**config.mk**
```make
export PLATFORM = sky130hd
export DESIGN_NAME = ascii_dec_parser
export DESIGN_NICKNAME = d
export VERILOG_FILES = /design/src/rtl/ascii_dec_parser.sv
export SDC_FILE = /design/constraint.sdc
export NUM_CORES = 1
export LEC_CHECK = 0
export ABC_CLOCK_PERIOD_IN_PS = 3500
export BUFFER_PORTS_ARGS = -buffer_cell sky130_fd_sc_hd__buf_4
export CAP_MARGIN = 10
export CORE_ASPECT_RATIO = 1.25
export CORE_MARGIN = 10
export CORE_UTILIZATION = 53
export CTS_CLUSTER_DIAMETER = 200
export DETAILED_ROUTE_END_ITERATION = 8
export GPL_TIMING_DRIVEN = 0
export PLACE_DENSITY_LB_ADDON = 0.15
export SYNTH_ARGS = -nofsm -noshare
export SYNTH_HDL_FRONTEND = slang
export SYNTH_SLANG_ARGS = --single-unit
```
**constraint.sdc**
```tcl
create_clock -name clk_i -period 3.5 [get_ports clk_i]
set_input_delay 0.7 -clock clk_i [delete_from_list [all_inputs] [get_ports clk_i]]
set_output_delay 0.7 -clock clk_i [all_outputs]
set_load 0.005 [all_outputs]
```
**src/rtl/ascii_dec_parser.sv**
```systemverilog
// ascii_dec_parser: decodes decimal ASCII text ("0".."255" plus a CR/LF/space
// terminator) into one byte and hands it to a UART transmitter through a
// one-deep pending buffer.
//
// Ports:
//   clk_i          system clock
//   reset_i        asynchronous active-high reset
//   char_in_i      received character, sampled when char_valid_i is high
//   char_valid_i   single-cycle character strobe (uart_rx rx_done_tick)
//   tx_done_i      single-cycle transmit-complete strobe (uart_tx tx_done_tick)
//   tx_start_o     single-cycle transmit request
//   tx_data_o      byte to transmit, stable from tx_start_o until tx_done_i
//   value_o        last successfully decoded value
//   value_valid_o  single-cycle pulse when value_o updates
//   err_o          single-cycle pulse on parse error or transmit overrun
//   busy_o         high from tx_start_o up to and including tx_done_i
module ascii_dec_parser #(
  parameter int unsigned MAX_DIGITS = 3
) (
  input  logic       clk_i,
  input  logic       reset_i,
  input  logic [7:0] char_in_i,
  input  logic       char_valid_i,
  input  logic       tx_done_i,
  output logic       tx_start_o,
  output logic [7:0] tx_data_o,
  output logic [7:0] value_o,
  output logic       value_valid_o,
  output logic       err_o,
  output logic       busy_o
);

  localparam int unsigned CntW = $clog2(MAX_DIGITS + 1);

  typedef enum logic [1:0] {StIdle, StAccum, StDiscard} parse_state_e;
  typedef enum logic {TxIdle, TxWait} tx_state_e;

  parse_state_e state_q, state_d;
  tx_state_e    tx_state_q, tx_state_d;

  logic [9:0]      acc_q, acc_d;
  logic [CntW-1:0] cnt_q, cnt_d;
  logic [7:0]      pend_data_q, pend_data_d;
  logic            pend_full_q, pend_full_d;
  logic            tx_start_q, tx_start_d;
  logic [7:0]      tx_data_q, tx_data_d;
  logic [7:0]      value_q, value_d;
  logic            value_valid_q, value_valid_d;
  logic            err_q, err_d;

  logic        is_digit, is_term;
  logic [3:0]  digit_val;
  logic [13:0] acc_mul;
  logic        submit, parse_err, overrun;

  assign is_digit  = (char_in_i >= 8'h30) && (char_in_i <= 8'h39);
  assign is_term   = (char_in_i == 8'h0D) || (char_in_i == 8'h0A) || (char_in_i == 8'h20);
  assign digit_val = char_in_i[3:0];
  assign acc_mul   = 14'(acc_q) * 14'd10 + 14'(digit_val);

  // Parse FSM
  always_comb begin
    state_d   = state_q;
    acc_d     = acc_q;
    cnt_d     = cnt_q;
    parse_err = 1'b0;
    submit    = 1'b0;
    if (char_valid_i) begin
      unique case (state_q)
        StIdle: begin
          if (is_digit) begin
            acc_d   = 10'(digit_val);
            cnt_d   = CntW'(1);
            state_d = StAccum;
          end else if (!is_term) begin
            parse_err = 1'b1;
            state_d   = StDiscard;
          end
        end
        StAccum: begin
          if (is_digit) begin
            if (32'(cnt_q) < MAX_DIGITS) begin
              // Saturate so wide MAX_DIGITS settings cannot wrap back into range.
              acc_d = (acc_mul > 14'd1023) ? 10'h3FF : acc_mul[9:0];
              cnt_d = cnt_q + CntW'(1);
            end else begin
              parse_err = 1'b1;
              state_d   = StDiscard;
            end
          end else if (is_term) begin
            if (acc_q <= 10'd255) submit = 1'b1;
            else                  parse_err = 1'b1;
            acc_d   = '0;
            cnt_d   = '0;
            state_d = StIdle;
          end else begin
            parse_err = 1'b1;
            state_d   = StDiscard;
          end
        end
        StDiscard: begin
          if (is_term) begin
            acc_d   = '0;
            cnt_d   = '0;
            state_d = StIdle;
          end
        end
        default: begin
          acc_d   = '0;
          cnt_d   = '0;
          state_d = StIdle;
        end
      endcase
    end
  end

  // TX path with one-deep pending buffer
  always_comb begin
    tx_state_d  = tx_state_q;
    pend_data_d = pend_data_q;
    pend_full_d = pend_full_q;
    tx_start_d  = 1'b0;
    tx_data_d   = tx_data_q;
    overrun     = 1'b0;
    unique case (tx_state_q)
      TxIdle: begin
        if (submit) begin
          tx_data_d  = acc_q[7:0];
          tx_start_d = 1'b1;
          tx_state_d = TxWait;
        end
      end
      TxWait: begin
        if (tx_done_i) begin
          if (pend_full_q) begin
            tx_data_d  = pend_data_q;
            tx_start_d = 1'b1;
            // A coinciding submit refills the slot being drained.
            if (submit) pend_data_d = acc_q[7:0];
            else        pend_full_d = 1'b0;
          end else if (submit) begin
            tx_data_d  = acc_q[7:0];
            tx_start_d = 1'b1;
          end else begin
            tx_state_d = TxIdle;
          end
        end else if (submit) begin
          if (!pend_full_q) begin
            pend_data_d = acc_q[7:0];
            pend_full_d = 1'b1;
          end else begin
            overrun = 1'b1;
          end
        end
      end
      default: tx_state_d = TxIdle;
    endcase
  end

  assign value_d       = submit ? acc_q[7:0] : value_q;
  assign value_valid_d = submit;
  assign err_d         = parse_err | overrun;

  always_ff @(posedge clk_i or posedge reset_i) begin
    if (reset_i) begin
      state_q       <= StIdle;
      tx_state_q    <= TxIdle;
      acc_q         <= '0;
      cnt_q         <= '0;
      pend_data_q   <= '0;
      pend_full_q   <= 1'b0;
      tx_start_q    <= 1'b0;
      tx_data_q     <= '0;
      value_q       <= '0;
      value_valid_q <= 1'b0;
      err_q         <= 1'b0;
    end else begin
      state_q       <= state_d;
      tx_state_q    <= tx_state_d;
      acc_q         <= acc_d;
      cnt_q         <= cnt_d;
      pend_data_q   <= pend_data_d;
      pend_full_q   <= pend_full_d;
      tx_start_q    <= tx_start_d;
      tx_data_q     <= tx_data_d;
      value_q       <= value_d;
      value_valid_q <= value_valid_d;
      err_q         <= err_d;
    end
  end

  assign tx_start_o    = tx_start_q;
  assign tx_data_o     = tx_data_q;
  assign value_o       = value_q;
  assign value_valid_o = value_valid_q;
  assign err_o         = err_q;
  // Transmit is outstanding exactly while the TX FSM waits for tx_done.
  assign busy_o        = (tx_state_q == TxWait);

endmodule

```
==> results.yml, run 1 <==
final_layout:
  antennaDiodeCount: 0
  final_cell_area_um2: 3500
  layout_common_cells: "buf_4 (41), dfrtp_1 (38), nand2_1 (29)"
  multi_input_area_um2: 1840
  final_common_cell: "buf_4"
  final_cells: 422
  regArea_um2: 1080
  drive_above_1_share: 0.254
  area_growth_pct: 19.2
  nFillCells: 456
  fin_nets: 391
global_route:
  grt_max_degree: 44
  grt_pass1_wl_mm: 11.5
  grt_pass1_vias: 2434
  gr-usage-all-layers: 0.157
  grt_overflow: 0
  antenna_found_initial: 0
pwr:
  seqPwrFrac: 0.352
  switchingPower_w: 0.000675
  intPower_w: 0.00122
  leakagePower_nw: 1.64
  p_sw_frac: 0.356
  vdd_drop_max_uv: 364
  clkPwrFrac: 0.209
  p_per_area_nw_per_um2: 542
  pwr-share-comb: 0.439
logic_synthesis:
  synth_cell_types: 63
  yosys_register_bits: 43
  synth_ff_type: "dfrtp_1"
  avgSynthCellArea_um2: 9.47
  synth_edf_count: 0
  syn_nets: 344
  syn_area_um2: 2940
  ys_seq_area_frac: 0.366
  yosys_warnings: 0
  async_flop_share: 1.00
  synth_cells: 310
detailed_routing:
  finalWirelength_mm: 6.74
  drtIter0Drc: 100
  wl_per_cell_um: 16.0
  ant_nets: 0
  drc_errors: 0
  via_per_inst: 5.91
  vias: 2492
  drtPass1Iterations: 4
worst_setup_path:
  end_kind: "flip-flop"
  r2r-end: "acc_q[3]$_DFFE_PP0P_"
  critPathKind: "reg2reg"
  cp_max_fo: 6
  crit_arrival_ns: 3.56
  path_cells: "ha_1 -> ha_4 -> fa_2 -> a211oi_4 -> nor2_1 -> or4_1 -> and4bb_1 -> mux2_4 -> o41ai_2 -> o211ai_1"
  start_kind: "flip-flop"
  crit_required_ns: 3.65
  worstSetupPathDepth: 10
  cp-endpoint: "acc_q[3]$_DFFE_PP0P_"
  cp_top_family: "simple AND/OR/NAND/NOR gates"
  cp-startpoint: "acc_q[0]$_DFFE_PP0P_"
  critPathBufInv: 0
  r2r_start: "acc_q[0]$_DFFE_PP0P_"
  reg2reg_depth: 10
  slowest_stage: "or4_1"
  slowest_delay_ns: 0.49
  r2r_slack_ns: 0.09
timing:
  slew_headroom: 0.406
  skew_ns: 0.00579
  hold_viol: 0
  min_period_ns: 3.41
  worstMarginPinSlew_ns: 0.882
  fmax_mhz: 293
  post-route-period-util: 0.974
  slew_violations: 0
  timing.final.ws_setup_ns: 0.0918
  setup_violations: 0
  holdWs_ns: 0.496
placement:
  dp_hpwl_mm: 5.05
  port_buffers: 31
  post_dp_cell_area_um2: 3250
  pre_cts_ws_ns: -0.257
  placed_cells: 405
  gp_congestion: 0.868
status:
  status: "finished clean"
clock_tree:
  cts_buffer_depth: 2
  cts.clk_slew.worst_paths_ns: 0.08
  cts_made_buffers: 5
  cts_tree: "done"
  clkLatencyLatePin_ns: 0.30
  clock-sinks: 43
  htree_levels: 2
  root_buffer: "clkbuf_8"
floorplanning:
  rows: 30
  die_w_um: 86.6
  start_util: 0.543
  fp.dieH_um: 103
  core-area_um2: 5410
  fp.dieArea_um2: 8940
  ios: 32
min_path:
  hold_path.class: "reg2reg"
  hold_path_startpoint: "pend_data_q[2]$_DFFE_PP0P_"
run:
  cap_violations: 0
synth_stat cells (2+ instances only):
| master | instances | area share |
|---|---|---|
| o311ai_1 | 2 | 0.0060 |
| a2bb2oi_1 | 2 | 0.0060 |
| or2_1 | 2 | 0.0043 |
| o21a_1 | 2 | 0.0051 |
| a22oi_1 | 5 | 0.013 |
| a21o_1 | 2 | 0.0051 |
| mux2_1 | 8 | 0.031 |
| nand2b_1 | 5 | 0.011 |
| a211oi_1 | 2 | 0.0051 |
| o21bai_1 | 2 | 0.0051 |
| o21ai_1 | 4 | 0.0068 |
| a21oi_2 | 2 | 0.0060 |
| and2_1 | 3 | 0.0064 |
| a211o_1 | 2 | 0.0060 |
| fa_1 | 2 | 0.014 |
| buf_2 | 4 | 0.0068 |
| ha_1 | 20 | 0.085 |
| nand3_1 | 5 | 0.0085 |
| o22ai_1 | 9 | 0.019 |
| dfrtp_1 | 43 | 0.37 |
| o21ai_0 | 18 | 0.031 |
| clkbuf_1 | 6 | 0.0077 |
| nand4b_1 | 2 | 0.0060 |
| nor4_1 | 3 | 0.0064 |
| nor2_1 | 22 | 0.028 |
| nor3_4 | 3 | 0.017 |
| nand3b_1 | 2 | 0.0051 |
| nor2b_1 | 2 | 0.0043 |
| xnor2_1 | 6 | 0.018 |
| nor3b_1 | 3 | 0.0077 |
| o21ai_2 | 2 | 0.0060 |
| o221ai_1 | 2 | 0.0060 |
| a31oi_1 | 4 | 0.0085 |
| or4_1 | 2 | 0.0051 |
| o31ai_1 | 4 | 0.010 |
| mux2_2 | 8 | 0.031 |
| a32oi_1 | 3 | 0.0089 |
| nor3_1 | 5 | 0.0085 |
| inv_1 | 9 | 0.012 |
| a21oi_1 | 27 | 0.046 |
| nand2_1 | 29 | 0.037 |
metal layers:
metal	share of wire	up-vias	global-route usage
met5	0	-	0
met4	0.019	0	0.0649
met3	0.055	10	0.0298
met2	0.50	58	0.266
met1	0.43	1168	0.190
li1	-	1256	-
metrics by stage:
step                power (W)  setup TNS, ns  utilization
floorplan             0.00117              0            -
global placement      0.00141          -1.25        0.602
detailed placement    0.00142          -1.67        0.602
CTS                   0.00184              0        0.631
global route          0.00206        -0.0179        0.647
finish                0.00190              0        0.647
worst min path at each step:
stage                                            end  slack (ns)  depth (start not counted)
after floorplan                 cnt_q[1]$_DFFE_PP0P_        0.45                          2
after global placement    pend_data_q[7]$_DFFE_PP0P_        0.47                          1
after detailed placement  pend_data_q[0]$_DFFE_PP0P_        0.48                          1
after CTS                 pend_data_q[0]$_DFFE_PP0P_        0.50                          1
after global routing      pend_data_q[4]$_DFFE_PP0P_        0.51                          1
final                     pend_data_q[2]$_DFFE_PP0P_        0.50                          1
sequential cells by signal, indices dropped and copies added, names as in the netlist:
name	count
pend_data_q	8
tx_start_o	1
value_o	8
acc_q	10
err_o	1
tx_data_o	8
value_valid_o	1
state_q	2
pend_full_q	1
busy_o	1
cnt_q	2
layout make-up:
type / instances / area share
Buffer: 11 / 0.0143
Tap cell: 64 / 0.0229
Clock buffer: 6 / 0.0236
Clock inverter: 2 / 0.0100
Timing Repair Buffer: 40 / 0.0858
Sequential cell: 43 / 0.309
Inverter: 9 / 0.00965
Multi-Input combinational cell: 247 / 0.524
what timing repair did:
action / in CTS / in global routing
setup buffers: 4 / 5
hold buffers: 0 / 0
pin swaps: 1 / 5
resized for setup: 4 / 10
setup endpoints to repair: 10 / 10
power by group through the flow:
stage	logic [W]	clock network [W]	registers [W]
2_1_floorplan	0.000502	0	0.000668
3_3_place_gp	0.000717	0	0.000688
3_5_place_dp	0.000726	0	0.000692
4_1_cts	0.000771	0.000403	0.000668
5_1_grt	0.000951	0.000422	0.000683
6_report	0.000833	0.000396	0.000668
cell families after synthesis:
kind of cell | share of synthesized area
AO/OA/AOI/OAI | 0.228
AND/OR/NAND/NOR | 0.185
flip-flops | 0.366
adder cells (fa/ha/maj) | 0.0989
buffers and inverters | 0.0285
multiplexers | 0.0665
XOR/XNOR | 0.0264
No activity file was read; power rests on OpenSTA's default activity.
==> inputs of run 2 (changes only) <==
--- a/config.mk
+++ b/config.mk
@@ -12,3 +12,3 @@
 export CORE_MARGIN = 10
-export CORE_UTILIZATION = 53
+export CORE_UTILIZATION = 45
 export CTS_CLUSTER_DIAMETER = 200
--- a/constraint.sdc
+++ b/constraint.sdc
@@ -3,2 +3,2 @@
 set_output_delay 0.7 -clock clk_i [all_outputs]
-set_load 0.005 [all_outputs]
+set_load 0.05 [all_outputs]
==> run 2 against run 1 <==
Setup slack better by 0.011 ns. Design area down 1.1%. Cell count up 3.3%. Fmax up 0.33%. Hold slack worse by 0.0080 ns. Die area up 14%. First-iteration DRC count down 21%. Critical path depth unchanged. Sequential power up 0.7%. Clock power down 8.1%. Critical path type unchanged. Highest routed layer unchanged.
==> results.yml, run 2 (synthesized netlist as in run 1, its figures left out) <==
status:
  status: "finished clean"
detailed_routing:
  drtPass1Iterations: 4
  wl_per_cell_um: 15.3
  drtIter0Drc: 79
  drc_errors: 0
  vias: 2475
  ant_nets: 0
  finalWirelength_mm: 6.69
  via_per_inst: 5.68
min_path:
  hold_path.class: "reg2reg"
worst_setup_path:
  cp_max_fo: 8
  cp_top_family: "simple AND/OR/NAND/NOR gates"
  start_kind: "flip-flop"
  crit_arrival_ns: 3.54
  critPathBufInv: 0
  crit_required_ns: 3.65
  slowest_stage: "dfrtp_2"
  path_cells: "ha_1 -> ha_4 -> fa_2 -> a211oi_4 -> nor2_1 -> or4_1 -> and4bb_1 -> mux2_4 -> nor4_2 -> o31ai_1"
  critPathKind: "reg2reg"
  end_kind: "flip-flop"
  slowest_delay_ns: 0.49
timing:
  skew_ns: 0.00831
  timing.final.ws_setup_ns: 0.103
  worstMarginPinSlew_ns: 0.893
  slew_headroom: 0.399
  min_period_ns: 3.40
  setup_violations: 0
  slew_violations: 0
  hold_viol: 0
  fmax_mhz: 294
  post-route-period-util: 0.971
  holdWs_ns: 0.488
  fin_setup_tns_ns: 0
floorplanning:
  fp.dieH_um: 110
  ios: 32
  start_util: 0.470
  fp.dieArea_um2: 10200
  rows: 32
  core-area_um2: 6250
  die_w_um: 92.3
clock_tree:
  clock-sinks: 43
  cts_tree: "done"
  htree_levels: 2
  cts.clk_slew.worst_paths_ns: 0.07
  cts_buffer_depth: 2
  cts_made_buffers: 5
  clkLatencyLatePin_ns: 0.29
  root_buffer: "clkbuf_8"
  hold_buffers: 0
run:
  cap_violations: 0
pwr:
  p_per_area_nw_per_um2: 591
  pwr-share-comb: 0.493
  leakagePower_nw: 1.61
  switchingPower_w: 0.000867
  seqPwrFrac: 0.329
  clkPwrFrac: 0.178
  p_sw_frac: 0.424
  vdd_drop_max_uv: 320
  intPower_w: 0.00118
placement:
  pre_cts_ws_ns: -0.237
  port_buffers: 31
  dp_hpwl_mm: 5.19
  gp_congestion: 0.872
global_route:
  grt_max_degree: 44
  grt_overflow: 0
  grt_pass1_wl_mm: 11.8
  gr-usage-all-layers: 0.137
  grt_pass1_vias: 2498
  antenna_found_initial: 0
final_layout:
  area_growth_pct: 17.9
  fin_nets: 385
  largest_reg_flops: 10
  nFillCells: 587
  final_common_cell: "dfrtp_1"
  drive_above_1_share: 0.231
  regMostFlops: "acc_q"
  antennaDiodeCount: 0
  layout_common_cells: "dfrtp_1 (39), buf_4 (35), nand2_1 (29)"
  regArea_um2: 1080
  multi_input_area_um2: 1830
-- run 2: cell types whose count changed in the layout (fill, tap and decap cells not counted), sizes merged --
cell and change:
buf -6, clkinv -1
-- run 2: repair_timing --
action,CTS,global route
cloned,0,0
gates resized for setup,4,7
setup buffers,2,1
pin swaps,1,8
setup endpoints to repair,10,10
-- run 2: layout make-up --
| type | instances | share of cell area |
|---|---|---|
| Buffer | 11 | 0.0145 |
| Clock buffer | 6 | 0.0210 |
| Clock inverter | 1 | 0.00868 |
| Inverter | 9 | 0.00976 |
| Multi-Input combinational cell | 247 | 0.529 |
| Sequential cell | 43 | 0.312 |
| Tap cell | 85 | 0.0307 |
| Timing Repair Buffer | 34 | 0.0738 |
-- run 2: worst paths after layout --
kind / from / endpoint / slack (ns) / depth (start not counted)
setup reg to reg: acc_q[2]$_DFFE_PP0P_ / acc_q[2]$_DFFE_PP0P_ / 0.10 / 10
hold reg to reg: pend_data_q[2]$_DFFE_PP0P_ / pend_data_q[2]$_DFFE_PP0P_ / 0.49 / 1
min in group asynchronous: reset_i / value_valid_o$_DFF_PP0_ / 0.58 / 2
hold / removal: pend_data_q[2]$_DFFE_PP0P_ / pend_data_q[2]$_DFFE_PP0P_ / 0.49 / 1
setup / recovery: acc_q[2]$_DFFE_PP0P_ / acc_q[2]$_DFFE_PP0P_ / 0.10 / 10
max in group asynchronous: reset_i / acc_q[2]$_DFFE_PP0P_ / 2.32 / 2
-- run 2: power by group through the flow --
stage	logic, W	registers (W)	clock network, W
floorplan	0.000502	0.000875	0
global placement	0.000937	0.000685	0
detailed placement	0.000946	0.000688	0
CTS	0.000967	0.000672	0.000373
global route	0.00112	0.000694	0.000398
finish	0.00101	0.000673	0.000364
-- run 2: through the flow --
| step | utilization | cells | area [µm²] | total power (W) |
|---|---|---|---|---|
| after floorplan | - | 310 | 2940 | 0.00138 |
| after global routing | 0.554 | 436 | 3460 | 0.00221 |
| final | 0.554 | 436 | 3460 | 0.00204 |
| after CTS | 0.546 | 435 | 3410 | 0.00201 |
| after global placement | 0.525 | 426 | 3280 | 0.00162 |
| after detailed placement | 0.525 | 426 | 3280 | 0.00163 |
-- run 2: per-layer routing --
| layer | routed length [µm] | vias up | share of wire | track usage |
|---|---|---|---|---|
| li1 | - | 1240 | - | - |
| met1 | 3000 | 1190 | 0.45 | 0.163 |
| met2 | 3430 | 41 | 0.51 | 0.252 |
| met3 | 182 | 4 | 0.027 | 0.0176 |
| met4 | 74 | 0 | 0.011 | 0.0453 |
| met5 | 0 | - | 0 | 0 |
